`src/rtl/ks_adder_pipe.sv`:
```
// ============================================================================
// Module      : ks_adder_pipe
// Description : Kogge-Stone adder/subtractor with optional per-level pipeline
//               registers and a valid/ready handshake.
// Revision    : 1.0 - initial release
// ============================================================================
`default_nettype none

module ks_adder_pipe #(
    parameter int WIDTH    = 8,
    parameter int PIPELINE = 1
) (
    input  logic             clk,
    input  logic             rst_n,
    input  logic             in_valid,
    output logic             in_ready,
    input  logic [WIDTH-1:0] a,
    input  logic [WIDTH-1:0] b,
    input  logic             cin,
    input  logic             sub,
    output logic             out_valid,
    input  logic             out_ready,
    output logic [WIDTH-1:0] sum,
    output logic             cout,
    output logic             ovf,
    output logic             zero
);

    localparam int LEVELS = $clog2(WIDTH);
    // Index 0 of the extended vectors is the carry-in, bit i sits at index i+1.
    localparam int N      = WIDTH + 1;

    typedef struct packed {
        logic [WIDTH-1:0] p;
        logic             a_msb;
        logic             bp_msb;
        logic [N-1:0]     g;
        logic [N-1:0]     pg;
    } stage_t;

    function automatic stage_t f_level(input stage_t s, input int k);
        stage_t o;
        int     d;
        o = s;
        d = 1 << k;
        for (int i = d; i < N; i++) begin
            o.g[i]  = s.g[i] | (s.pg[i] & s.g[i-d]);
            o.pg[i] = s.pg[i] & s.pg[i-d];
        end
        return o;
    endfunction

    logic             w_adv;
    logic [WIDTH-1:0] w_bp;
    logic             w_c0;
    stage_t           w_prep;
    stage_t           w_final;
    logic             w_final_vld;
    logic             w_unused_pg;

    logic [WIDTH-1:0] sum_d, sum_q;
    logic             cout_d, cout_q;
    logic             ovf_d, ovf_q;
    logic             zero_d, zero_q;
    logic             out_valid_d, out_valid_q;

    assign w_adv    = ~out_valid_q | out_ready;
    assign in_ready = w_adv;

    always_comb begin
        w_bp          = sub ? ~b : b;
        w_c0          = sub ? ~cin : cin;
        w_prep.p      = a ^ w_bp;
        w_prep.a_msb  = a[WIDTH-1];
        w_prep.bp_msb = w_bp[WIDTH-1];
        w_prep.g      = {a & w_bp, w_c0};
        w_prep.pg     = {a ^ w_bp, 1'b0};
    end

    generate
        if (PIPELINE != 0) begin : g_pipe
            stage_t            stg_d [LEVELS];
            stage_t            stg_q [LEVELS];
            logic [LEVELS-1:0] vld_d, vld_q;

            // Stage 0 holds the p/g vectors; stage k holds the result of level k-1.
            always_comb begin
                for (int k = 0; k < LEVELS; k++) begin
                    stg_d[k] = stg_q[k];
                end
                vld_d = vld_q;
                if (w_adv) begin
                    stg_d[0] = w_prep;
                    vld_d[0] = in_valid;
                    for (int k = 1; k < LEVELS; k++) begin
                        stg_d[k] = f_level(stg_q[k-1], k-1);
                        vld_d[k] = vld_q[k-1];
                    end
                end
            end

            always_ff @(posedge clk or negedge rst_n) begin
                if (!rst_n) begin
                    for (int k = 0; k < LEVELS; k++) begin
                        stg_q[k] <= '0;
                    end
                    vld_q <= '0;
                end else begin
                    for (int k = 0; k < LEVELS; k++) begin
                        stg_q[k] <= stg_d[k];
                    end
                    vld_q <= vld_d;
                end
            end

            assign w_final     = f_level(stg_q[LEVELS-1], LEVELS-1);
            assign w_final_vld = vld_q[LEVELS-1];
        end else begin : g_comb
            always_comb begin
                stage_t v;
                v = w_prep;
                for (int k = 0; k < LEVELS; k++) begin
                    v = f_level(v, k);
                end
                w_final = v;
            end

            assign w_final_vld = in_valid;
        end
    endgenerate

    // Only the top group-propagate is needed: it recovers cout when the prefix
    // span stops one short of the carry-in (WIDTH a power of two).
    assign w_unused_pg = ^w_final.pg[N-2:0];

    always_comb begin
        sum_d       = sum_q;
        cout_d      = cout_q;
        ovf_d       = ovf_q;
        zero_d      = zero_q;
        out_valid_d = out_valid_q;
        if (w_adv) begin
            out_valid_d = w_final_vld;
            sum_d       = w_final.p ^ w_final.g[WIDTH-1:0];
            cout_d      = w_final.g[N-1] | (w_final.pg[N-1] & w_final.g[0]);
            ovf_d       = (w_final.a_msb == w_final.bp_msb) & (sum_d[WIDTH-1] != w_final.a_msb);
            zero_d      = ~|sum_d;
        end
    end

    always_ff @(posedge clk or negedge rst_n) begin
        if (!rst_n) begin
            sum_q       <= '0;
            cout_q      <= 1'b0;
            ovf_q       <= 1'b0;
            zero_q      <= 1'b0;
            out_valid_q <= 1'b0;
        end else begin
            sum_q       <= sum_d;
            cout_q      <= cout_d;
            ovf_q       <= ovf_d;
            zero_q      <= zero_d;
            out_valid_q <= out_valid_d;
        end
    end

    assign sum       = sum_q;
    assign cout      = cout_q;
    assign ovf       = ovf_q;
    assign zero      = zero_q;
    assign out_valid = out_valid_q;

endmodule

`default_nettype wire
```
`config.mk`:
```
export PLATFORM = sky130hd
export DESIGN_NAME = ks_adder_pipe
export DESIGN_NICKNAME = d
export VERILOG_FILES = /design/src/rtl/ks_adder_pipe.sv
export SDC_FILE = /design/constraint.sdc
export NUM_CORES = 1
export LEC_CHECK = 0
export ABC_AREA = 1
export CORE_MARGIN = 2
export CORE_UTILIZATION = 51
export DETAILED_ROUTE_END_ITERATION = 7
export PLACE_DENSITY = 0.82
export SLEW_MARGIN = 20
export SYNTH_ARGS = -nofsm -noshare
export SYNTH_HDL_FRONTEND = slang
export SYNTH_SLANG_ARGS = --single-unit
```
`constraint.sdc`:
```
create_clock -name clk -period 1.11 [get_ports clk]
set_clock_uncertainty 0.1 [all_clocks]
set_input_delay 0.1665 -clock clk [delete_from_list [all_inputs] [get_ports clk]]
set_output_delay 0.1665 -clock clk [all_outputs]
set_load 0.05 [all_outputs]
```
Yosys cells after proc, flatten, opt, wreduce, memory -nomap -nowiden
Cells that the tools add are included.
{"block": "classes", "n_eq_ne": 2, "n_mux": 2, "bitwise_logic": 63, "reduce_logical": 2}
{"cell": "1-bit AND", "count": 35}
{"cell": "1-bit bitwise OR", "count": 22}
{"cell": "8-bit XOR", "count": 2}
{"cell": "8-bit AND", "count": 1}
{"cell": "8-bit 2-to-1 mux", "count": 1}
{"cell": "8-bit NOT", "count": 1}
{"cell": "8-bit OR reduction", "count": 1}
{"cell": "1-bit NOT", "count": 2}
{"cell": "1-bit equality test", "count": 1}
{"cell": "1-bit zero test", "count": 1}
{"cell": "1-bit 2-to-1 mux", "count": 1}
{"cell": "1-bit inequality test", "count": 1}
{"block": "word_totals", "register_bits": 84, "inputBits": 22, "out_inout_bits": 13, "word_cells": 89}

Logic depth before layout (Yosys ltp)
Gate-level depths: netlist of the first run.
{"block": "depth", "word_depth": 5, "ltp_mapped": 7, "mapped_depth_nobuf": 7}

Least setup slack after synthesis of the first run
Ideal clock, no wire load.
{"block": "synth_path", "kind": "register to register", "start": "register out_valid_q, in the netlist out_valid", "end": "register g_pipe.stg_q[74] in the netlist's numbering", "setup_ns": 0.118, "arrival_ns": 1.362, "required_ns": 0.892, "setup_slack_ns": -0.470, "path_stages_with_launch": 7, "path_buffers": 1, "period_less_slack_ns": 1.580, "cell_sequence": "dfrtp_1 inv_1 nor2_4 inv_2 buf_2 nand2_1 nand2_1"}
{"block": "synth_via", "elab_chain_cells": 2}
{"element": "start, declared", "line": "65", "text": "logic out_valid_d, out_valid_q;"}
{"element": "start signal, assigned", "line": "163", "text": "out_valid_q <= out_valid_d;"}
{"element": "1-bit NOT", "line": "67", "text": "assign w_adv = ~out_valid_q | out_ready;"}
{"element": "1-bit bitwise OR", "line": "67"}
{"element": "named net in_ready", "line": "16", "text": "output logic in_ready,"}
{"element": "end signal, assigned by index", "line": "110", "text": "stg_q[k] <= stg_d[k];"}
{"element": "end, declared", "line": "83", "text": "stage_t stg_q [LEVELS];"}
The timed path passes the listed nets, and every way through them passes these cells.
A chain may end at the register's enable or synchronous reset.

Final worst setup path of the first run
{"block": "layout_path", "start": "register out_valid_q, in the netlist out_valid", "end": "register g_pipe.stg_q[44] in the netlist's numbering"}
{"block": "layout_via", "elab_chain_cells": 2}
{"element": "1-bit NOT", "line": "67"}
{"element": "1-bit bitwise OR", "line": "67"}
Every way passes these cells.

==> run summary, run 1 <==
Outcome - finished with violations
Failing checks - negative setup slack
Synthesized net count - 419
Dpl cells - 506
Pwr Total - 16.2 mW
CP endpoint kind - flip-flop
Worst slew pin tran - 313 ps
Vias per inst - 5.87
RSZ-0062 raised after global routing - true
Initial Utilization - 0.524
Critical Path Start Type - flip-flop
Cell with the most instances after synthesis - nand2_1
# DRC - 0
Ant. Diodes - 0
Clock tree from TritonCTS - done
# fillers - 332
YS warnings - 0
Worst Path Required - 1290 ps
Initial drt markers - 312
Via Count - 3241
Worst Path Buf+Inv - 4
DIE AREA - 7620 sq um
Nets - 497
Synth Area in Simple Gates - 0.173
Initial antenna violation count - 0
PwrDens - 2930 nW/um^2
Chip width - 87.3 um
Post-DP HPWL - 5040 um
CP top delay family - buffers and inverters
VDD IR-drop max - 1570 uV
Final wirelength - 10800 um
IO buf count - 34
CTS Buf Count - 9
Critical path cell sequence - inv_2 -> nor2_4 -> inv_6 -> buf_12 -> buf_16 -> nand2_4 -> o211ai_1
Worst Hold Class - in -> async
Register area share after synthesis - 0.594
Root buffer cell - clkbuf_8
Die Y - 87.3 um
Clk pin slew, worst setup/hold paths - 90 ps
Clock sinks - 84
Largest net degree at the start of global routing - 33
XOR/XNOR share of the synthesized area - 0.0223
Post-route clock period utilization - 1.32
Slew margin rel. - 0.791
Crit path time final - 1460 ps
Top-area cell type share of the netlist area - 0.594
Compound-Gate Fraction of Synth Area - 0.119
Setup TNS - -18770 ps
Grt total ovfl - 0
GP Congestion - 0.779
Peak Freq - 685 MHz
MaxCap Viol Count - 0
Ranking of synthesized cells by area - dfrtp_1, nand2_1, o21ai_0, inv_1, ha_1
Post-route ant nets - 0
Synth Area in Adders - 0.0283
First-pass GRT wire length - 13700 um
Most frequent cells after synthesis - nand2_1, dfrtp_1, o21ai_0
Yosys top cell by area - dfrtp_1
Area Overhead vs Synth - 55.7%
Ys async rst share - 1.00
#FFs+latches synth - 84
Post-synth EDFFs - 0
Clock latency on the worst-skew pair - 370 ps
Post-synthesis instance area - 3540 sq um
Slowest CP cell - dfrtp_2
Cells after Synth - 389
Core area - 6760 sq um
DRT Pass-1 Iters - 5
Count of cell types in the netlist - 21
WL/cell - 19.6 um
Static Leak - 2.62 nW
# setup viols final - 97
Layout cell share with drive strength beyond 1 - 0.356
Largest family of logic cells by synthesized area - simple AND/OR/NAND/NOR gates
Slowest stage delay, CP - 410 ps
FP Rows - 30
Top-level port count - 35
Primary FF master, synth - dfrtp_1
Mux cell area share after synthesis - 0
GRT Total Usage - 0.237
Vias in the first global route - 2942
Crit Path Category - reg -> reg
Fin. max-slew vios - 0
CTS Buffer Depth - 2
Hold Vio Cnt, Final - 0
Critical Path AT - 1640 ps
Core Util, Final - 0.815
Finished Layout Cells - 552
Avg Inst Size Synth - 9.09 sq um
Crit-path max FO - 7
H-tree levels - 3
Worst setup margin - -350 ps
cell usage in the layout, fill, tap and decap left out, types with 7 or more instances in the layout:
master	synthesis	routed
buf_12	0	21
buf_4	2	19
o21ai_1	12	27
clkbuf_16	0	10
xor2_1	8	7
nand2_1	140	96
nand2_2	0	33
clkbuf_8	0	9
clkdlybuf4s50_1	0	20
ha_1	8	8
dfrtp_1	84	83
inv_1	37	36
o221ai_2	0	7
o21ai_2	0	20
a21oi_1	7	7
cell type report:
type                            instances  area, sq um  share of cell area
Tap cell                               80          100              0.0182
Clock buffer                            9          124              0.0225
Multi-Input combinational cell        250         1620               0.295
Inverter                               38          148              0.0268
Sequential cell                        84         2100               0.382
Timing Repair Buffer                   84         1270               0.231
Clock inverter                          7          139              0.0252
cell families after synthesis:
logic type,Yosys count
flops,84
xor+xnor,9
buf+inv,55
simple gates,158
fa+ha+maj,8
compound gates,75
flip-flops by register name, indices dropped and copies added (netlist names):
signal	cells
sum	8
out_valid	1
zero	1
g_pipe.stg_q	69
ovf	1
cout	1
g_pipe.vld_q	3
stage by stage:
step	cell area, sq um	setup slack, ps	hold WS (ps)
floorplan	3580	-247	-229
global placement	4270	-471	-23.3
detailed placement	4270	-493	-22.1
CTS	4910	-269	140
global route	5510	-383	160
finish	5510	-350	135
timing repair:
action / 4_1_cts / 5_1_grt
setup endpoints to repair: 97 / 97
hold buffers: 1 / 0
setup buffers: 8 / 7
endpoints found under the hold margin: 84 / 0
gates cloned: 3 / 11
resized for setup: 71 / 88
pin swaps: 2 / 6
per-layer routing:
layer,GRT usage,vias to the layer above,wire length [um]
met1,0.309,1596,4050
met3,0.0521,52,709
li1,-,1413,-
met2,0.386,180,5680
met4,0.0993,0,393
met5,0,-,0
final timing paths:
kind                                           endpoint                   startpoint  slack, ps  cells past startpoint
hold reg to reg                   out_valid$_DFFE_PN0P_  g_pipe.vld_q[2]$_DFFE_PN0P_        390                      2
hold / removal             g_pipe.stg_q[52]$_DFFE_PN0P_                        rst_n        130                      2
max in group asynchronous  g_pipe.stg_q[26]$_DFFE_PN0P_                        rst_n        260                      3
setup reg to reg           g_pipe.stg_q[44]$_DFFE_PN0P_        out_valid$_DFFE_PN0P_       -350                      7
setup / recovery           g_pipe.stg_q[44]$_DFFE_PN0P_        out_valid$_DFFE_PN0P_       -350                      7
min in group clk            g_pipe.vld_q[0]$_DFFE_PN0P_                     in_valid        260                      3
power breakdown:
group / internal [mW] / switching [mW] / total [mW]
clock: 1.72 / 1.16 / 2.88
sequential: 4.32 / 1.20 / 5.52
combinational: 3.71 / 4.05 / 7.76
total: 9.75 / 6.41 / 16.2
(Power assumes the default switching activity.)
==> run 2: changes to the inputs <==
Settings changed: CELL_PAD_IN_SITES_DETAIL_PLACEMENT set to 0, CELL_PAD_IN_SITES_GLOBAL_PLACEMENT set to 1, CORE_UTILIZATION 51 to 39, GPL_ROUTABILITY_DRIVEN set to 0, REMOVE_ABC_BUFFERS set to 1.
==> run summary, run 2 (same netlist as run 1, synthesis figures left out) <==
Outcome - finished with violations (unchanged)
VDD IR-drop max - 863 uV (was 1570 uV)
PwrDens - 2700 nW/um^2 (was 2930 nW/um^2)
Most frequent cells in the layout - nand2_1, dfrtp_1, inv_1 (unchanged)
Worst slew pin tran - 199 ps (was 313 ps)
First-pass GRT wire length - 12300 um (was 13700 um)
Layout cell share with drive strength beyond 1 - 0.203 (was 0.356)
Vias in the first global route - 2545 (was 2942)
Finished Layout Cells - 580 (was 552)
Slew margin rel. - 0.867 (was 0.791)
Core area - 8760 sq um (was 6760 sq um)
WL/cell - 14.4 um (was 19.6 um)
Post-DP HPWL - 4770 um (was 5040 um)
Final wirelength - 8360 um (was 10800 um)
IO buf count - 34 (unchanged)
Crit Path Category - reg -> out (was reg -> reg)
Grt total ovfl - 0 (unchanged)
Initial drt markers - 102 (was 312)
Clock latency on the worst-skew pair - 360 ps (was 370 ps)
Reg with most FFs - g_pipe.stg_q (unchanged)
Vias per inst - 4.83 (was 5.87)
MaxCap Viol Count - 0 (unchanged)
Worst setup margin - -371 ps (was -350 ps)
Worst hold slack - 60.5 ps (was 135 ps)
GRT Total Usage - 0.160 (was 0.237)
Crit-path max FO - 2 (was 7)
FP Rows - 34 (was 30)
Clk pin slew, worst setup/hold paths - 80 ps (was 90 ps)
CP top delay family - buffers and inverters (unchanged)
Static Leak - 2.43 nW (was 2.62 nW)
Worst slack, placed - -509 ps (was -493 ps)
CTS Buffer Depth - 2 (unchanged)
# DRC - 0 (unchanged)
Clock sinks - 84 (unchanged)
Failing checks - negative setup slack (unchanged)
Initial antenna violation count - 0 (unchanged)
CP endpoint kind - output pin (was flip-flop)
Largest net degree at the start of global routing - 33 (unchanged)
Initial Utilization - 0.404 (was 0.524)
Critical Path Start Type - flip-flop (unchanged)
Critical Path AT - 1210 ps (was 1640 ps)
DRT Pass-1 Iters - 4 (was 5)
Most used cell, CP - buf_12
Slowest CP cell - dfrtp_1 (was dfrtp_2)
Post-route ant nets - 0 (unchanged)
H-tree levels - 3 (unchanged)
Slowest stage delay, CP - 360 ps (was 410 ps)
Chip width - 99.2 um (was 87.3 um)
Root buffer cell - clkbuf_8 (unchanged)
Post-DP Area - 4330 sq um (was 4270 sq um)
Commonest non-fill, non-tap cell in the layout - nand2_1 (unchanged)
Worst Path Required - 840 ps (was 1290 ps)
Number of flip-flops in the largest register - 69 (unchanged)
Critical path cell sequence - inv_2 -> nor2_4 -> inv_4 -> buf_12 -> buf_12 (was inv_2 -> nor2_4 -> inv_6 -> buf_12 -> buf_16 -> nand2_4 -> o211ai_1)
Worst Path Buf+Inv - 4 (unchanged)
Final Cell Area - 5000 sq um (was 5510 sq um)
DIE AREA - 9850 sq um (was 7620 sq um)
Ant. Diodes - 0 (unchanged)
CTS Buf Count - 9 (unchanged)
Worst Hold Class - in -> async (unchanged)
Area Overhead vs Synth - 41.4% (was 55.7%)
Fin. max-slew vios - 0 (unchanged)
Post-route clock period utilization - 1.33 (was 1.32)
Hold Vio Cnt, Final - 0 (unchanged)
Crit path time final - 1480 ps (was 1460 ps)
Clock tree from TritonCTS - done (unchanged)
Die Y - 99.2 um (was 87.3 um)
Via Count - 2799 (was 3241)
Top-level port count - 35 (unchanged)
Dpl cells - 540 (was 506)
RSZ-0062 raised after global routing - true (unchanged)
Peak Freq - 675 MHz (was 685 MHz)
Nets - 497 (unchanged)
# setup viols final - 97 (unchanged)
-- run 2: cell types whose count changed in the layout (fill, tap and decap cells not counted), sizes merged --
cell / delta
clkinv: +2
bufinv: -3
buf: +3
bufbuf: -1
clkbuf: -1
-- run 2: where the power goes --
group          switching (mW)  internal, mW  leakage, nW
Combinational            3.19          3.04         1.28
Clock                    1.09          1.02       0.0996
Sequential              0.862          4.32         1.05
Total                    5.14          8.38         2.43
-- run 2: repair_timing --
action | in CTS | in global routing
endpoints found under the setup margin | 97 | 97
hold buffers | 1 | 0
buffers inserted | 9 | 2
gates cloned | 2 | 10
endpoints found under the hold margin | 84 | 0
pin swaps | 2 | 2
gates resized for setup | 23 | 26
-- run 2: layout make-up --
type	instances	area, sq um
sequential	84	2100
clock buffer	10	128
clock inverter	6	55.1
timing repair buffer	84	1180
tap	108	135
inverter	38	145
multi-input combinational	250	1260
fill	749	3760
-- run 2: worst paths after layout --
kind / cells past startpoint / slack, ps / end / startpoint
hold reg to reg: 2 / 380 / g_pipe.stg_q[47]$_DFFE_PN0P_ / g_pipe.stg_q[75]$_DFFE_PN0P_
max in group asynchronous: 3 / 470 / g_pipe.stg_q[36]$_DFFE_PN0P_ / rst_n
setup / recovery: 5 / -370 / in_ready / out_valid$_DFFE_PN0P_
hold / removal: 2 / 60 / g_pipe.stg_q[76]$_DFFE_PN0P_ / rst_n
setup reg to reg: 8 / -370 / g_pipe.stg_q[12]$_DFFE_PN0P_ / out_valid$_DFFE_PN0P_
min in group clk: 3 / 260 / g_pipe.vld_q[0]$_DFFE_PN0P_ / in_valid
-- run 2: metal layers --
layer,GRT usage,wire (um)
met1,0.213,3710
met2,0.258,4240
met3,0.0316,229
met4,0.0632,175
met5,0,0
-- run 2: per-stage QoR --
stage | utilization | TNS [ps] | power [mW]
after global placement | 0.494 | -30180 | 9.96
final | 0.571 | -17560 | 13.5
after CTS | 0.539 | -20650 | 12.8
after global routing | 0.571 | -23080 | 14.4
after detailed placement | 0.494 | -31040 | 10.1
after floorplan | - | -125710 | 7.75
==> RTL edit (settings of run 1) <==
`sum_q` no longer has a reset.
--- a/src/rtl/ks_adder_pipe.sv
+++ b/src/rtl/ks_adder_pipe.sv
@@ -150,18 +150,20 @@
 
     always_ff @(posedge clk or negedge rst_n) begin
         if (!rst_n) begin
-            sum_q       <= '0;
             cout_q      <= 1'b0;
             ovf_q       <= 1'b0;
             zero_q      <= 1'b0;
             out_valid_q <= 1'b0;
         end else begin
-            sum_q       <= sum_d;
             cout_q      <= cout_d;
             ovf_q       <= ovf_d;
             zero_q      <= zero_d;
             out_valid_q <= out_valid_d;
         end
+    end
+
+    always_ff @(posedge clk) begin
+        sum_q <= sum_d;
     end
 
     assign sum       = sum_q;
Formal check against the unedited RTL: differs if rst_n is asserted again (counterexample within 10 cycles, from zero or initial values and one cycle with rst_n low); with rst_n held inactive, the same outputs for 10 cycles.
==> RTL edit against run 1 <==
The run still ends with setup timing left. Final area decreased by 7.3%. Power decreased by 11%. Hold slack improved by 0.025 ns. Setup slack got worse by 0.079 ns. Area after synthesis decreased by 0.50%. Core utilization decreased by 5.5 points. Clock power decreased by 26%. Sequential power about the same. Critical path type unchanged. Critical path depth unchanged. Wire length decreased by 5.8%. Sequential cell count unchanged. Largest cell class unchanged.
==> RTL edit: results <==
[finish]
area.share.sequential_pct = 42.0
clock_cell_area_share_pct = 3.60
finalNonFillerCells = 537
layout.core_utilization_pct = 76.0
multi_input_area_share_pct = 27.3
clockBufferCount = 11
num-nets-final = 482
nonClockBufferCount = 80
count_of_filler_cells_inserted_in_the_layout = 375
drive_above_1_share_pct = 30.4
non_clock_buffer_contribution_to_total_cell_area_pct = 22.4

[route]
initialDrtViolationCount = 309
detail_route.wirelength.met1_mm = 3.86
wl_met3_um = 624
route.detailed.vias_per_inst = 5.80
detailroute.wirelength.met2_mm = 5.27

[yosys]
synth_area_per_cell_um2 = 9.34
synth_sequential_area_ratio_pct = 60.9
synth.net_count = 407
synth_async_sr_flop_share_pct = 90.5
synth_xor_xnor_area_share_pct = 2.49
synth_edf_count = 8

[outcome]
violations = "setup timing"
status = "finished, violations left"

[setup_path]
cp.arrival_ns = 1.69
cp_max_fo = 6
critical-path-max-stage-delay_ns = 0.37

[power]
static-leakage-power_uw = 0.00246
comb_power_share_pct = 46.7
power.total_uw = 14300
switching_share_pct = 40.0

[place]
detailed_place_hpwl_mm = 4.89
placed_cells = 498
dpl_worst_slack_ns = -0.526
post_place_cell_area_um2 = 4260

[sta]
setup_total_negative_slack_ns = -22.32
worst_slack_ns = -0.429
setup_viol = 98
relative_slew_slack_pct = 73.4

[global_route]
grt_start_max_net_pins = 28
vias_in_the_first_global_route = 2977
RTL edit: final timing paths:
path	to	from	slack (ns)
worst min-delay path	g_pipe.stg_q[41]	rst_n	0.16
worst min register to register	out_valid	g_pipe.vld_q[2]	0.36
min in group clk	g_pipe.stg_q[75]	a[7]	0.33
max in group asynchronous	g_pipe.stg_q[34]	rst_n	0.26
worst max register to register	g_pipe.stg_q[34]	out_valid	-0.43
worst max-delay path	g_pipe.stg_q[34]	out_valid	-0.43
RTL edit: repair_timing:
action | in CTS | in global routing
gates resized for setup | 65 | 46
setup endpoints to repair | 96 | 101
setup buffers | 11 | 5
hold endpoints to repair | 76 | 0
hold buffers | 1 | 0
cloned | 6 | 2
pin swaps | 2 | 2
RTL edit: metal layers:
metal,GRT usage (%),vias up
met1,31.0,1517
met2,43.4,187
met5,0,-
met4,12.6,0
li1,-,1356
met3,5.02,52
